`src/rtl/bus_request_arbiter_if.sv`:
```
// Requester and bus-side signals of bus_request_arbiter, bundled as one interface.
// master: the arbiter's view; slave: the requesters and bus_interface_unit together.
interface bus_request_arbiter_if;
   logic        i_code_vaild;
   logic        o_code_ready;
   logic [31:0] i_code_address;
   logic [31:0] o_code_data_read;

   logic        i_data_vaild;
   logic        i_data_write;
   logic [31:0] i_data_address;
   logic [31:0] i_data_write_data;
   logic        o_data_ready;
   logic [31:0] o_data_data_read;

   logic        o_bus_vaild;
   logic        o_bus_write;
   logic [31:0] o_bus_address;
   logic [31:0] o_bus_write_data;
   logic        i_bus_ready;
   logic [31:0] i_bus_data_read;
   logic        o_bus_error;

   modport master (
      input  i_code_vaild, i_code_address,
      input  i_data_vaild, i_data_write, i_data_address, i_data_write_data,
      input  i_bus_ready, i_bus_data_read,
      output o_code_ready, o_code_data_read,
      output o_data_ready, o_data_data_read,
      output o_bus_vaild, o_bus_write, o_bus_address, o_bus_write_data, o_bus_error
   );

   modport slave (
      output i_code_vaild, i_code_address,
      output i_data_vaild, i_data_write, i_data_address, i_data_write_data,
      output i_bus_ready, i_bus_data_read,
      input  o_code_ready, o_code_data_read,
      input  o_data_ready, o_data_data_read,
      input  o_bus_vaild, o_bus_write, o_bus_address, o_bus_write_data, o_bus_error
   );
endinterface

```
`src/rtl/bus_request_arbiter.sv`:
```
// Two-requester bus arbiter: data has priority, a streak counter guarantees code progress.
// Optional bus wait timeout is enabled by defining BUS_ARB_TIMEOUT_EN.
module bus_request_arbiter #(
   parameter int unsigned FAIRNESS_LIMIT = 3,
   parameter int unsigned TIMEOUT_CYCLES = 255
) (
   input logic                   clock,
   input logic                   reset,
   bus_request_arbiter_if.master arb_if
);

   localparam int unsigned STREAK_W = (FAIRNESS_LIMIT < 1) ? 1 : $clog2(FAIRNESS_LIMIT + 1);
   localparam logic [STREAK_W-1:0] STREAK_MAX = STREAK_W'(FAIRNESS_LIMIT);

   typedef enum logic [1:0] {
      IDLE,
      BUSY_CODE,
      BUSY_DATA,
      RESPOND
   } state_t;

   state_t              state_q, state_d;
   logic [STREAK_W-1:0] streak_q, streak_d;
   logic                bus_vaild_q, bus_vaild_d;
   logic                bus_write_q, bus_write_d;
   logic [31:0]         bus_address_q, bus_address_d;
   logic [31:0]         bus_write_data_q, bus_write_data_d;
   logic                code_ready_q, code_ready_d;
   logic                data_ready_q, data_ready_d;
   logic [31:0]         code_data_q, code_data_d;
   logic [31:0]         data_data_q, data_data_d;
   logic                grant_data, grant_code;

`ifdef BUS_ARB_TIMEOUT_EN
   localparam int unsigned WAIT_W = (TIMEOUT_CYCLES < 2) ? 1 : $clog2(TIMEOUT_CYCLES + 1);
   localparam logic [WAIT_W-1:0] WAIT_MAX = WAIT_W'(TIMEOUT_CYCLES);

   logic [WAIT_W-1:0] wait_q, wait_d;
   logic              bus_error_q, bus_error_d;
`endif

   always_comb begin
      state_d          = state_q;
      streak_d         = streak_q;
      bus_vaild_d      = bus_vaild_q;
      bus_write_d      = bus_write_q;
      bus_address_d    = bus_address_q;
      bus_write_data_d = bus_write_data_q;
      code_ready_d     = 1'b0;
      data_ready_d     = 1'b0;
      code_data_d      = code_data_q;
      data_data_d      = data_data_q;
      grant_data       = 1'b0;
      grant_code       = 1'b0;
`ifdef BUS_ARB_TIMEOUT_EN
      wait_d           = wait_q;
      bus_error_d      = 1'b0;
`endif

      unique case (state_q)
         IDLE: begin
            // Data wins unless code has already been passed over FAIRNESS_LIMIT times.
            if (arb_if.i_data_vaild && (!arb_if.i_code_vaild || streak_q < STREAK_MAX)) begin
               grant_data = 1'b1;
            end else if (arb_if.i_code_vaild) begin
               grant_code = 1'b1;
            end

            if (grant_data) begin
               bus_vaild_d      = 1'b1;
               bus_write_d      = arb_if.i_data_write;
               bus_address_d    = arb_if.i_data_address;
               bus_write_data_d = arb_if.i_data_write_data;
               state_d          = BUSY_DATA;
               if (!arb_if.i_code_vaild) begin
                  streak_d = '0;
               end else if (streak_q != STREAK_MAX) begin
                  streak_d = streak_q + 1'b1;
               end
            end else if (grant_code) begin
               bus_vaild_d      = 1'b1;
               bus_write_d      = 1'b0;
               bus_address_d    = arb_if.i_code_address;
               bus_write_data_d = '0;
               state_d          = BUSY_CODE;
               streak_d         = '0;
            end else begin
               streak_d = '0;
            end
`ifdef BUS_ARB_TIMEOUT_EN
            wait_d = '0;
`endif
         end

         BUSY_CODE, BUSY_DATA: begin
            if (arb_if.i_bus_ready) begin
               bus_vaild_d = 1'b0;
               state_d     = RESPOND;
               if (state_q == BUSY_CODE) begin
                  code_data_d  = arb_if.i_bus_data_read;
                  code_ready_d = 1'b1;
               end else begin
                  data_data_d  = arb_if.i_bus_data_read;
                  data_ready_d = 1'b1;
               end
`ifdef BUS_ARB_TIMEOUT_EN
            end else if (wait_q == WAIT_MAX) begin
               // Abandon the bus and complete the owner with zero data.
               bus_vaild_d = 1'b0;
               bus_error_d = 1'b1;
               state_d     = RESPOND;
               if (state_q == BUSY_CODE) begin
                  code_data_d  = '0;
                  code_ready_d = 1'b1;
               end else begin
                  data_data_d  = '0;
                  data_ready_d = 1'b1;
               end
            end else begin
               wait_d = wait_q + 1'b1;
`endif
            end
         end

         RESPOND: begin
            state_d = IDLE;
         end

         default: begin
            state_d = IDLE;
         end
      endcase
   end

   // State and all registered outputs; reset drops any transaction in flight.
   always_ff @(posedge clock or posedge reset) begin
      if (reset) begin
         state_q          <= IDLE;
         streak_q         <= '0;
         bus_vaild_q      <= 1'b0;
         bus_write_q      <= 1'b0;
         bus_address_q    <= '0;
         bus_write_data_q <= '0;
         code_ready_q     <= 1'b0;
         data_ready_q     <= 1'b0;
         code_data_q      <= '0;
         data_data_q      <= '0;
      end else begin
         state_q          <= state_d;
         streak_q         <= streak_d;
         bus_vaild_q      <= bus_vaild_d;
         bus_write_q      <= bus_write_d;
         bus_address_q    <= bus_address_d;
         bus_write_data_q <= bus_write_data_d;
         code_ready_q     <= code_ready_d;
         data_ready_q     <= data_ready_d;
         code_data_q      <= code_data_d;
         data_data_q      <= data_data_d;
      end
   end

`ifdef BUS_ARB_TIMEOUT_EN
   always_ff @(posedge clock or posedge reset) begin
      if (reset) begin
         wait_q      <= '0;
         bus_error_q <= 1'b0;
      end else begin
         wait_q      <= wait_d;
         bus_error_q <= bus_error_d;
      end
   end

   assign arb_if.o_bus_error = bus_error_q;
`else
   assign arb_if.o_bus_error = 1'b0;
`endif

   assign arb_if.o_code_ready     = code_ready_q;
   assign arb_if.o_code_data_read = code_data_q;
   assign arb_if.o_data_ready     = data_ready_q;
   assign arb_if.o_data_data_read = data_data_q;
   assign arb_if.o_bus_vaild      = bus_vaild_q;
   assign arb_if.o_bus_write      = bus_write_q;
   assign arb_if.o_bus_address    = bus_address_q;
   assign arb_if.o_bus_write_data = bus_write_data_q;

endmodule

```
`src/flat_wrapper.sv`:
```
// flat-port wrapper written by rule: the top's interface ports become plain ports
module bus_request_arbiter_flat 
#(
   parameter int unsigned FAIRNESS_LIMIT = 3,
   parameter int unsigned TIMEOUT_CYCLES = 255
)
  (clock, reset, arb_if_i_code_vaild, arb_if_i_code_address, arb_if_i_data_vaild, arb_if_i_data_write, arb_if_i_data_address, arb_if_i_data_write_data, arb_if_i_bus_ready, arb_if_i_bus_data_read, arb_if_o_code_ready, arb_if_o_code_data_read, arb_if_o_data_ready, arb_if_o_data_data_read, arb_if_o_bus_vaild, arb_if_o_bus_write, arb_if_o_bus_address, arb_if_o_bus_write_data, arb_if_o_bus_error);
  bus_request_arbiter_if arb_if_i ();
  input logic clock;
  input logic reset;
  input wire logic [$bits(arb_if_i.i_code_vaild)-1:0] arb_if_i_code_vaild;
  input wire logic [$bits(arb_if_i.i_code_address)-1:0] arb_if_i_code_address;
  input wire logic [$bits(arb_if_i.i_data_vaild)-1:0] arb_if_i_data_vaild;
  input wire logic [$bits(arb_if_i.i_data_write)-1:0] arb_if_i_data_write;
  input wire logic [$bits(arb_if_i.i_data_address)-1:0] arb_if_i_data_address;
  input wire logic [$bits(arb_if_i.i_data_write_data)-1:0] arb_if_i_data_write_data;
  input wire logic [$bits(arb_if_i.i_bus_ready)-1:0] arb_if_i_bus_ready;
  input wire logic [$bits(arb_if_i.i_bus_data_read)-1:0] arb_if_i_bus_data_read;
  output wire logic [$bits(arb_if_i.o_code_ready)-1:0] arb_if_o_code_ready;
  output wire logic [$bits(arb_if_i.o_code_data_read)-1:0] arb_if_o_code_data_read;
  output wire logic [$bits(arb_if_i.o_data_ready)-1:0] arb_if_o_data_ready;
  output wire logic [$bits(arb_if_i.o_data_data_read)-1:0] arb_if_o_data_data_read;
  output wire logic [$bits(arb_if_i.o_bus_vaild)-1:0] arb_if_o_bus_vaild;
  output wire logic [$bits(arb_if_i.o_bus_write)-1:0] arb_if_o_bus_write;
  output wire logic [$bits(arb_if_i.o_bus_address)-1:0] arb_if_o_bus_address;
  output wire logic [$bits(arb_if_i.o_bus_write_data)-1:0] arb_if_o_bus_write_data;
  output wire logic [$bits(arb_if_i.o_bus_error)-1:0] arb_if_o_bus_error;
  assign arb_if_i.i_code_vaild = arb_if_i_code_vaild;
  assign arb_if_i.i_code_address = arb_if_i_code_address;
  assign arb_if_i.i_data_vaild = arb_if_i_data_vaild;
  assign arb_if_i.i_data_write = arb_if_i_data_write;
  assign arb_if_i.i_data_address = arb_if_i_data_address;
  assign arb_if_i.i_data_write_data = arb_if_i_data_write_data;
  assign arb_if_i.i_bus_ready = arb_if_i_bus_ready;
  assign arb_if_i.i_bus_data_read = arb_if_i_bus_data_read;
  assign arb_if_o_code_ready = arb_if_i.o_code_ready;
  assign arb_if_o_code_data_read = arb_if_i.o_code_data_read;
  assign arb_if_o_data_ready = arb_if_i.o_data_ready;
  assign arb_if_o_data_data_read = arb_if_i.o_data_data_read;
  assign arb_if_o_bus_vaild = arb_if_i.o_bus_vaild;
  assign arb_if_o_bus_write = arb_if_i.o_bus_write;
  assign arb_if_o_bus_address = arb_if_i.o_bus_address;
  assign arb_if_o_bus_write_data = arb_if_i.o_bus_write_data;
  assign arb_if_o_bus_error = arb_if_i.o_bus_error;
  bus_request_arbiter #(.FAIRNESS_LIMIT(FAIRNESS_LIMIT), .TIMEOUT_CYCLES(TIMEOUT_CYCLES)) u_core (.clock(clock), .reset(reset), .arb_if(arb_if_i));
endmodule
```
`config.mk`:
```
export PLATFORM = sky130hd
export DESIGN_NAME = bus_request_arbiter_flat
export DESIGN_NICKNAME = d
export VERILOG_FILES = /design/src/rtl/bus_request_arbiter_if.sv /design/src/rtl/bus_request_arbiter.sv /design/src/flat_wrapper.sv
export SDC_FILE = /design/constraint.sdc
export NUM_CORES = 1
export LEC_CHECK = 0
export BUFFER_PORTS_ARGS = -buffer_cell sky130_fd_sc_hd__buf_4
export CAP_MARGIN = 20
export CELL_PAD_IN_SITES_DETAIL_PLACEMENT = 1
export CELL_PAD_IN_SITES_GLOBAL_PLACEMENT = 1
export CORE_ASPECT_RATIO = 0.5
export CORE_MARGIN = 4
export CORE_UTILIZATION = 34
export DETAILED_ROUTE_END_ITERATION = 7
export PLACE_DENSITY_LB_ADDON = 0.08
export SYNTH_ARGS = -nofsm -noshare
export SYNTH_HDL_FRONTEND = slang
export SYNTH_SLANG_ARGS = --single-unit
export TNS_END_PERCENT = 5
```
`constraint.sdc`:
```
create_clock -name clock -period 6.9 [get_ports clock]
set_input_delay 1.725 -clock clock [delete_from_list [all_inputs] [get_ports clock]]
set_output_delay 1.725 -clock clock [all_outputs]
set_load 0.1 [all_outputs]
```
==> out/metrics.yaml, run 1 <==
synthCells: 424
grt_antenna_before_repair: 0
cts_tree: "yes"
placedCellCount: 868
fin_nets: 822
clock_sinks: 136
critPathKind: "in2reg"
routedWlPerCell_um: 18.3
insertion_delay_ps: 400
reg2reg_from: "u_core.streak_q[0]$_DFFE_PP0P_"
crit_path_start_kind: "input pin"
ys_top_cells_by_area: "dfrtp_1 63%, mux2_2 14%, a21oi_1 6.2%"
layout_commonest_cell: "buf_4"
seq_area_mm2: 0.00340
grt_pass1_vias: 4695
htreeDepth: 4
syn_nets: 563
fillers: 1694
areaGrowthSynthToFinish_pct: 51.2
hold_class: "reg2reg"
io_pins: 267
tightest_slew_ps: 1030
post_cts_buffers: 0
min-delay-start: "u_core.streak_q[0]$_DFFE_PP0P_"
num_vias: 4279
ant_nets: 0
ctsHoldBuffers: 0
cp.required_ps: 7230
avgSynthCellArea_um2: 12.7
grt_pass1_wl_um: 26200
critPathLaunch: "arb_if_i_code_vaild"
routabilityCongestion: 0.731
worst-endpoint-arrival_ps: 3600
yosysWarnings: 0
dieWidth_um: 186
grt_max_degree: 71
synth_area_mm2: 0.00537
die_h_um: 96.9
fin_skew_ps: 11.0
hold_viol_final: 0
fin_crit_sh_pct: 47.5
multi_input_area_mm2: 0.00181
ctsLongestPathBuffers: 2
grt-ovfl-total: 0
drive_above_1_share_pct: 53.2
start_util_pct: 34.7
setup_viol: 0
firstDrtPassIters: 4
synth_top_area_share_pct: 63.4
maxSlewHeadroom_pct: 30.8
critPathMaxFanout: 37
slew_viol_final: 0
synth_cell_types: 26
worst_slack_ps: 3630
totalWireLength_um: 16500
grt_usage_pct: 18.2
portBuffers: 265
stdcell_count: 899
viasPerCell: 4.76
seq_area_frac_synth_pct: 63.4
clk_pin_slew_ps: 60
drc: 0
yosys.area.top_type: "dfrtp_1"
max_freq_ghz: 0.305
rsz0062_at_grt: "no"
post-place-ws_ps: 3180
cap_violations: 0
setup_tns_ps: 0
cts_buffers: 17
cts-resized-gates: 0
cts_root_buf: "clkbuf_16"
status: "complete, no violations"
rows: 32
drtIter0Drc: 114
antenna_cells: 0
coreArea_mm2: 0.0155
ys_seq_elements: 136
final_cell_mix: "269 x buf_4, 136 x dfrtp_1, 66 x a21oi_1"
dp_hpwl_um: 11600
fp.dieArea_mm2: 0.0180
min_period_ps: 3270
critPathCaptureType: "flop"
## metal layers
metal,wire length (µm),global-route usage (%)
met5,0,0
met2,8000,30.6
met1,6910,22.3
met3,1360,6.69
met4,199,4.48
## cell type report
type,instances,share of cell area [%]
tap,204,3.14
inverter,7,0.385
clock buffer,18,5.29
clock inverter,13,1.80
timing repair buffer,270,25.2
sequential,136,41.9
multi-input combinational,251,22.3
## worst max-delay path: stages
cell	delay, ps
buf_4	150
a21boi_4	810
and2_1	530
buf_16	220
a22o_1	150
## per-stage QoR
stage	util, %	hold slack (ps)	cell area, µm²
3_5_place_dp	48.8	492	7540
5_1_grt	52.5	512	8120
4_1_cts	52.5	500	8120
2_1_floorplan	-	457	5370
6_report	52.5	488	8120
3_3_place_gp	48.6	474	7520
## kinds of logic after synthesis
| kind of cell | count (synthesis) | synth area share, % |
|---|---|---|
| buffers and inverters | 37 | 3.29 |
| adder cells (fa/ha/maj) | 5 | 1.16 |
| other | 1 | 0.0698 |
| multiplexers | 68 | 14.2 |
| AND/OR/NAND/NOR | 71 | 5.24 |
| flip-flops | 136 | 63.4 |
| AO/OA/AOI/OAI | 106 | 12.7 |
## flip-flops by register name, indices dropped and copies added (netlist names), 2 cells and up
signal / flops
u_core.arb_if.o_data_data_read: 32
u_core.arb_if.o_bus_write_data: 32
u_core.state_q: 2
u_core.arb_if.o_bus_address: 32
u_core.arb_if.o_code_data_read: 32
u_core.streak_q: 2
## synth_stat cells
cell type,count
mux2i_1,3
nand2_1,32
ha_1,5
nor2_1,33
nand3b_1,1
buf_4,4
inv_1,7
mux2_2,65
conb_1,1
o21ai_0,1
nor3b_1,1
a21oi_1,66
o21a_1,1
and2_1,1
clkbuf_2,1
buf_1,1
buf_2,17
o31ai_1,2
o21ai_1,1
nand3_1,2
a21bo_2,1
a21boi_4,1
dfrtp_1,136
nand4_1,1
clkbuf_1,7
a22o_1,33
## final timing paths
check / endpoint / slack (ps) / cells past startpoint
max reg2reg: u_core.arb_if.o_bus_write_data[9]$_DFFE_PP0P_ / 4460 / 5
min in group asynchronous: u_core.arb_if.o_code_data_read[4]$_DFFE_PP0P_ / 1400 / 2
min: u_core.streak_q[0]$_DFFE_PP0P_ / 490 / 1
min reg2reg: u_core.streak_q[0]$_DFFE_PP0P_ / 490 / 1
max in group asynchronous: u_core.arb_if.o_bus_address[22]$_DFFE_PP0P_ / 4110 / 3
max: u_core.arb_if.o_bus_write_data[9]$_DFFE_PP0P_ / 3630 / 5
Power of run 1 is left out: the tool's default activity adds up to more than one toggle a clock period on the data nets, which glitch-free logic cannot reach.
==> run 2, diff against run 1 <==
--- a/config.mk
+++ b/config.mk
@@ -11,7 +11,7 @@
 export CELL_PAD_IN_SITES_GLOBAL_PLACEMENT = 1
 export CORE_ASPECT_RATIO = 0.5
 export CORE_MARGIN = 4
-export CORE_UTILIZATION = 34
+export CORE_UTILIZATION = 31
 export DETAILED_ROUTE_END_ITERATION = 7
 export PLACE_DENSITY_LB_ADDON = 0.08
 export SYNTH_ARGS = -nofsm -noshare
==> constraint.sdc (replaced) <==
create_clock -name clock -period 2.7 [get_ports clock]
set_input_delay 0.675 -clock clock [delete_from_list [all_inputs] [get_ports clock]]
set_output_delay 0.675 -clock clock [all_outputs]
set_load 0.1 [all_outputs]
==> out/metrics.yaml, run 2 (same netlist as run 1, synthesis figures left out) <==
cp.required_ps: 2990
maxSlewHeadroom_pct: 52.9
ant_nets: 0
portBuffers: 265
start_util_pct: 32.2
fin_nets: 827
crit_chain: "inv_1, ha_1, nand3b_1, buf_4, mux2_2"
coreArea_mm2: 0.0167
antenna_cells: 0
cts_root_buf: "clkbuf_16"
drive_above_1_share_pct: 53.5
fp.dieArea_mm2: 0.0196
fin_crit_sh_pct: 81.2
r2r_end: "u_core.arb_if.o_data_data_read[25]$_DFFE_PP0P_"
cp-endpoint: "u_core.arb_if.o_data_data_read[25]$_DFFE_PP0P_"
tightest_slew_ps: 706
rsz0062_at_grt: "no"
fillers: 1814
path_depth: 5
hold_class: "in2async"
dieWidth_um: 194
reg2reg_from: "u_core.state_q[0]$_DFFE_PP0P_"
ctsHoldBuffers: 0
crit_slowest_cell: "nand3b_1"
crit_path_start_kind: "flop"
die_h_um: 101
post_cts_buffers: 0
min_period_ps: 2190
cts-resized-gates: 0
critPathCaptureType: "flop"
insertion_delay_ps: 420
ctsLongestPathBuffers: 2
routedWlPerCell_um: 17.6
status: "complete, no violations"
drc: 0
grt_usage_pct: 16.7
totalWireLength_um: 16400
viasPerCell: 4.61
cpPeakStageDelay_ps: 520
cap_violations: 0
cts_tree: "yes"
drtIter0Drc: 131
grt_max_degree: 101
htreeDepth: 4
fin_skew_ps: 8.34
crit_family: "simple AND/OR/NAND/NOR gates"
layout_commonest_cell: "buf_4"
firstDrtPassIters: 4
critPathMaxFanout: 14
grt-ovfl-total: 0
grt_antenna_before_repair: 0
max_freq_ghz: 0.456
setup_tns_ps: 0
critPathLaunch: "u_core.state_q[0]$_DFFE_PP0P_"
grt_pass1_wl_um: 25800
io_pins: 267
final_cell_mix: "274 x buf_4, 136 x dfrtp_1, 66 x a21oi_1"
rrSetupSlack_ps: 510
num_vias: 4280
setup_viol: 0
clock_sinks: 136
critPathBufInv: 2
critPathKind: "reg2reg"
slew_viol_final: 0
seq_area_mm2: 0.00340
hold_viol_final: 0
rows: 33
dp_hpwl_um: 11600
worst-endpoint-arrival_ps: 2490
reg2regPathDepth: 5
areaGrowthSynthToFinish_pct: 53.4
clk_pin_slew_ps: 60
grt_pass1_vias: 4643
cts_buffers: 17
multi_input_area_mm2: 0.00180
routabilityCongestion: 0.740
run 2: changes by cell type in the layout (fill, tap and decap cells not counted):
| cell | before | now |
|---|---|---|
| buf_12 | 0 | 1 |
| inv_8 | 0 | 2 |
| nand3_2 | 1 | 0 |
| inv_6 | 5 | 6 |
| bufinv_16 | 2 | 4 |
| clkinv_2 | 1 | 0 |
| nand3_1 | 1 | 2 |
| clkinv_4 | 1 | 0 |
| buf_16 | 1 | 0 |
| buf_4 | 269 | 274 |
| clkinvlp_4 | 5 | 3 |
run 2: cell type report:
class                           instances  area share [%]
Timing Repair Buffer                  275            25.2
Multi-Input combinational cell        251            21.9
Sequential cell                       136            41.3
Tap cell                              227            3.45
Clock buffer                           18            5.21
Clock inverter                         14            2.55
Inverter                                7           0.365
run 2: per-layer routing:
metal  GRT usage, %  up-vias  wire length, µm
met2           27.5      130             7910
met1           20.5     2136             7030
li1               -     2005                -
met4           3.56        0               86
met5              0        -                0
met3           7.41        9             1320
run 2: worst min-delay path, stage by stage:
cell and delay [ps]:
buf_4 120, clkinvlp_4 80, buf_12 420
run 2: worst min-delay path by stage:
| stage | endpoint | slack, ps |
|---|---|---|
| final | u_core.arb_if.o_data_data_read[29]$_DFFE_PP0P_ | 430 |
| after global routing | u_core.arb_if.o_data_data_read[31]$_DFFE_PP0P_ | 450 |
| after CTS | u_core.arb_if.o_bus_address[28]$_DFFE_PP0P_ | 440 |
| after detailed placement | u_core.streak_q[0]$_DFFE_PP0P_ | 480 |
| after global placement | u_core.streak_q[0]$_DFFE_PP0P_ | 470 |
| after floorplan | u_core.streak_q[0]$_DFFE_PP0P_ | 460 |
run 2: through the flow:
stage	hold WS [ps]	setup slack, ps	instances	area (µm²)	utilization, %
finish	428	508	928	8240	49.4
global route	447	340	928	8240	49.4
CTS	436	456	928	8240	49.4
detailed placement	479	478	896	7600	45.5
global placement	473	540	896	7600	45.5
floorplan	457	332	424	5370	-
Power of run 2 is left out for the same reason.
==> run 3, diff against run 2 <==
--- a/config.mk
+++ b/config.mk
@@ -11,7 +11,7 @@
 export CELL_PAD_IN_SITES_GLOBAL_PLACEMENT = 1
 export CORE_ASPECT_RATIO = 0.5
 export CORE_MARGIN = 4
-export CORE_UTILIZATION = 31
+export CORE_UTILIZATION = 34
 export DETAILED_ROUTE_END_ITERATION = 7
 export PLACE_DENSITY_LB_ADDON = 0.08
 export SYNTH_ARGS = -nofsm -noshare
==> constraint.sdc (replaced) <==
create_clock -name clock -period 2.2 [get_ports clock]
set_input_delay 0.55 -clock clock [delete_from_list [all_inputs] [get_ports clock]]
set_output_delay 0.55 -clock clock [all_outputs]
set_load 0.1 [all_outputs]
==> out/metrics.yaml, run 3 (same netlist as run 1, synthesis figures left out) <==
ctsHoldBuffers: 0
fin_skew_ps: 10.8
whs_ps: 254
maxSlewHeadroom_pct: 57.1
fin_nets: 828
critPathBufInv: 1
ctsLongestPathBuffers: 2
path_depth: 5
crit_chain: "inv_1, ha_1, nor3b_1, a21oi_1, mux2_2"
hold_viol_final: 0
crit_family: "simple AND/OR/NAND/NOR gates"
max_freq_ghz: 0.553
cts_tree: "yes"
critPathCaptureType: "flop"
clock_sinks: 136
crit_slowest_cell: "nor3b_1"
critPathKind: "reg2reg"
dieWidth_um: 186
firstDrtPassIters: 5
cts-resized-gates: 0
drc: 0
hold_class: "in2async"
dp_hpwl_um: 11900
areaGrowthSynthToFinish_pct: 52.6
cpPeakStageDelay_ps: 450
grt-ovfl-total: 0
die_h_um: 96.9
final_area_mm2: 0.00819
grt_pass1_vias: 4699
routedWlPerCell_um: 18.2
start_util_pct: 34.7
grt_pass1_wl_um: 25800
io_pins: 267
slew_viol_final: 0
ant_nets: 0
setup_viol: 0
crit_path_start_kind: "flop"
cts_root_buf: "clkbuf_16"
portBuffers: 265
cp.required_ps: 2480
fillers: 1654
cap_violations: 0
final_cell_mix: "273 x buf_4, 136 x dfrtp_1, 66 x a21oi_1"
clk_pin_slew_ps: 60
fp.dieArea_mm2: 0.0180
layout_commonest_cell: "buf_4"
placedCellCount: 874
insertion_delay_ps: 410
critPathMaxFanout: 4
antenna_cells: 0
grt_max_degree: 88
worst-endpoint-arrival_ps: 2090
totalWireLength_um: 16500
htreeDepth: 4
rows: 32
cts_buffers: 17
setup_tns_ps: 0
status: "complete, no violations"
routabilityCongestion: 0.740
tightest_slew_ps: 643
min_period_ps: 1810
drtIter0Drc: 173
stdcell_count: 906
coreArea_mm2: 0.0155
grt_usage_pct: 18.1
num_vias: 4335
post_cts_buffers: 0
reg2regPathDepth: 5
rsz0062_at_grt: "no"
drive_above_1_share_pct: 53.7
grt_antenna_before_repair: 0
placed_cell_area_mm2: 0.00760
viasPerCell: 4.78
fin_crit_sh_pct: 82.2
[run 3: final cells by class]
cell class	count	area, µm²	area share [%]
inverter	7	30.0	0.366
clock buffer	18	429	5.24
sequential	136	3400	41.5
clock inverter	14	160	1.95
timing repair buffer	276	2110	25.7
tap	204	255	3.11
multi-input combinational	251	1810	22.0
[run 3: metrics by stage]
| stage | util [%] | setup WS (ps) |
|---|---|---|
| finish | 53.0 | 392 |
| global route | 53.0 | 180 |
| CTS | 53.0 | 374 |
| detailed placement | 49.2 | 412 |
| global placement | 49.2 | 451 |
| floorplan | - | -43.1 |
[run 3: worst min-delay path, stage by stage]
cell        delay [ps]
buf_4              120
clkinvlp_4          80
buf_12             350
[run 3: layer usage]
| metal | routed length (µm) | vias to the layer above | GRT usage, % | part of all wire [%] |
|---|---|---|---|---|
| li1 | - | 2006 | - | - |
| met1 | 6590 | 2181 | 21.8 | 40 |
| met2 | 8310 | 138 | 30.9 | 50 |
| met3 | 1500 | 10 | 7.59 | 9.1 |
| met4 | 82 | 0 | 3.19 | 0.50 |
| met5 | 0 | - | 0 | 0 |
[run 3: worst paths after layout]
kind	slack (ps)	from	end
setup / recovery	390	u_core.state_q[0]$_DFFE_PP0P_	u_core.state_q[0]$_DFFE_PP0P_
hold / removal	250	reset	u_core.arb_if.o_code_data_read[10]$_DFFE_PP0P_
setup reg to reg	390	u_core.state_q[0]$_DFFE_PP0P_	u_core.state_q[0]$_DFFE_PP0P_
hold reg to reg	510	u_core.arb_if.o_data_data_read[17]$_DFFE_PP0P_	u_core.arb_if.o_data_data_read[17]$_DFFE_PP0P_
max in group asynchronous	1380	reset	u_core.arb_if.o_bus_address[29]$_DFFE_PP0P_
min in group clock	360	arb_if_i_data_write_data[5]	u_core.arb_if.o_bus_write_data[5]$_DFFE_PP0P_
Power of run 3 is left out for the same reason.
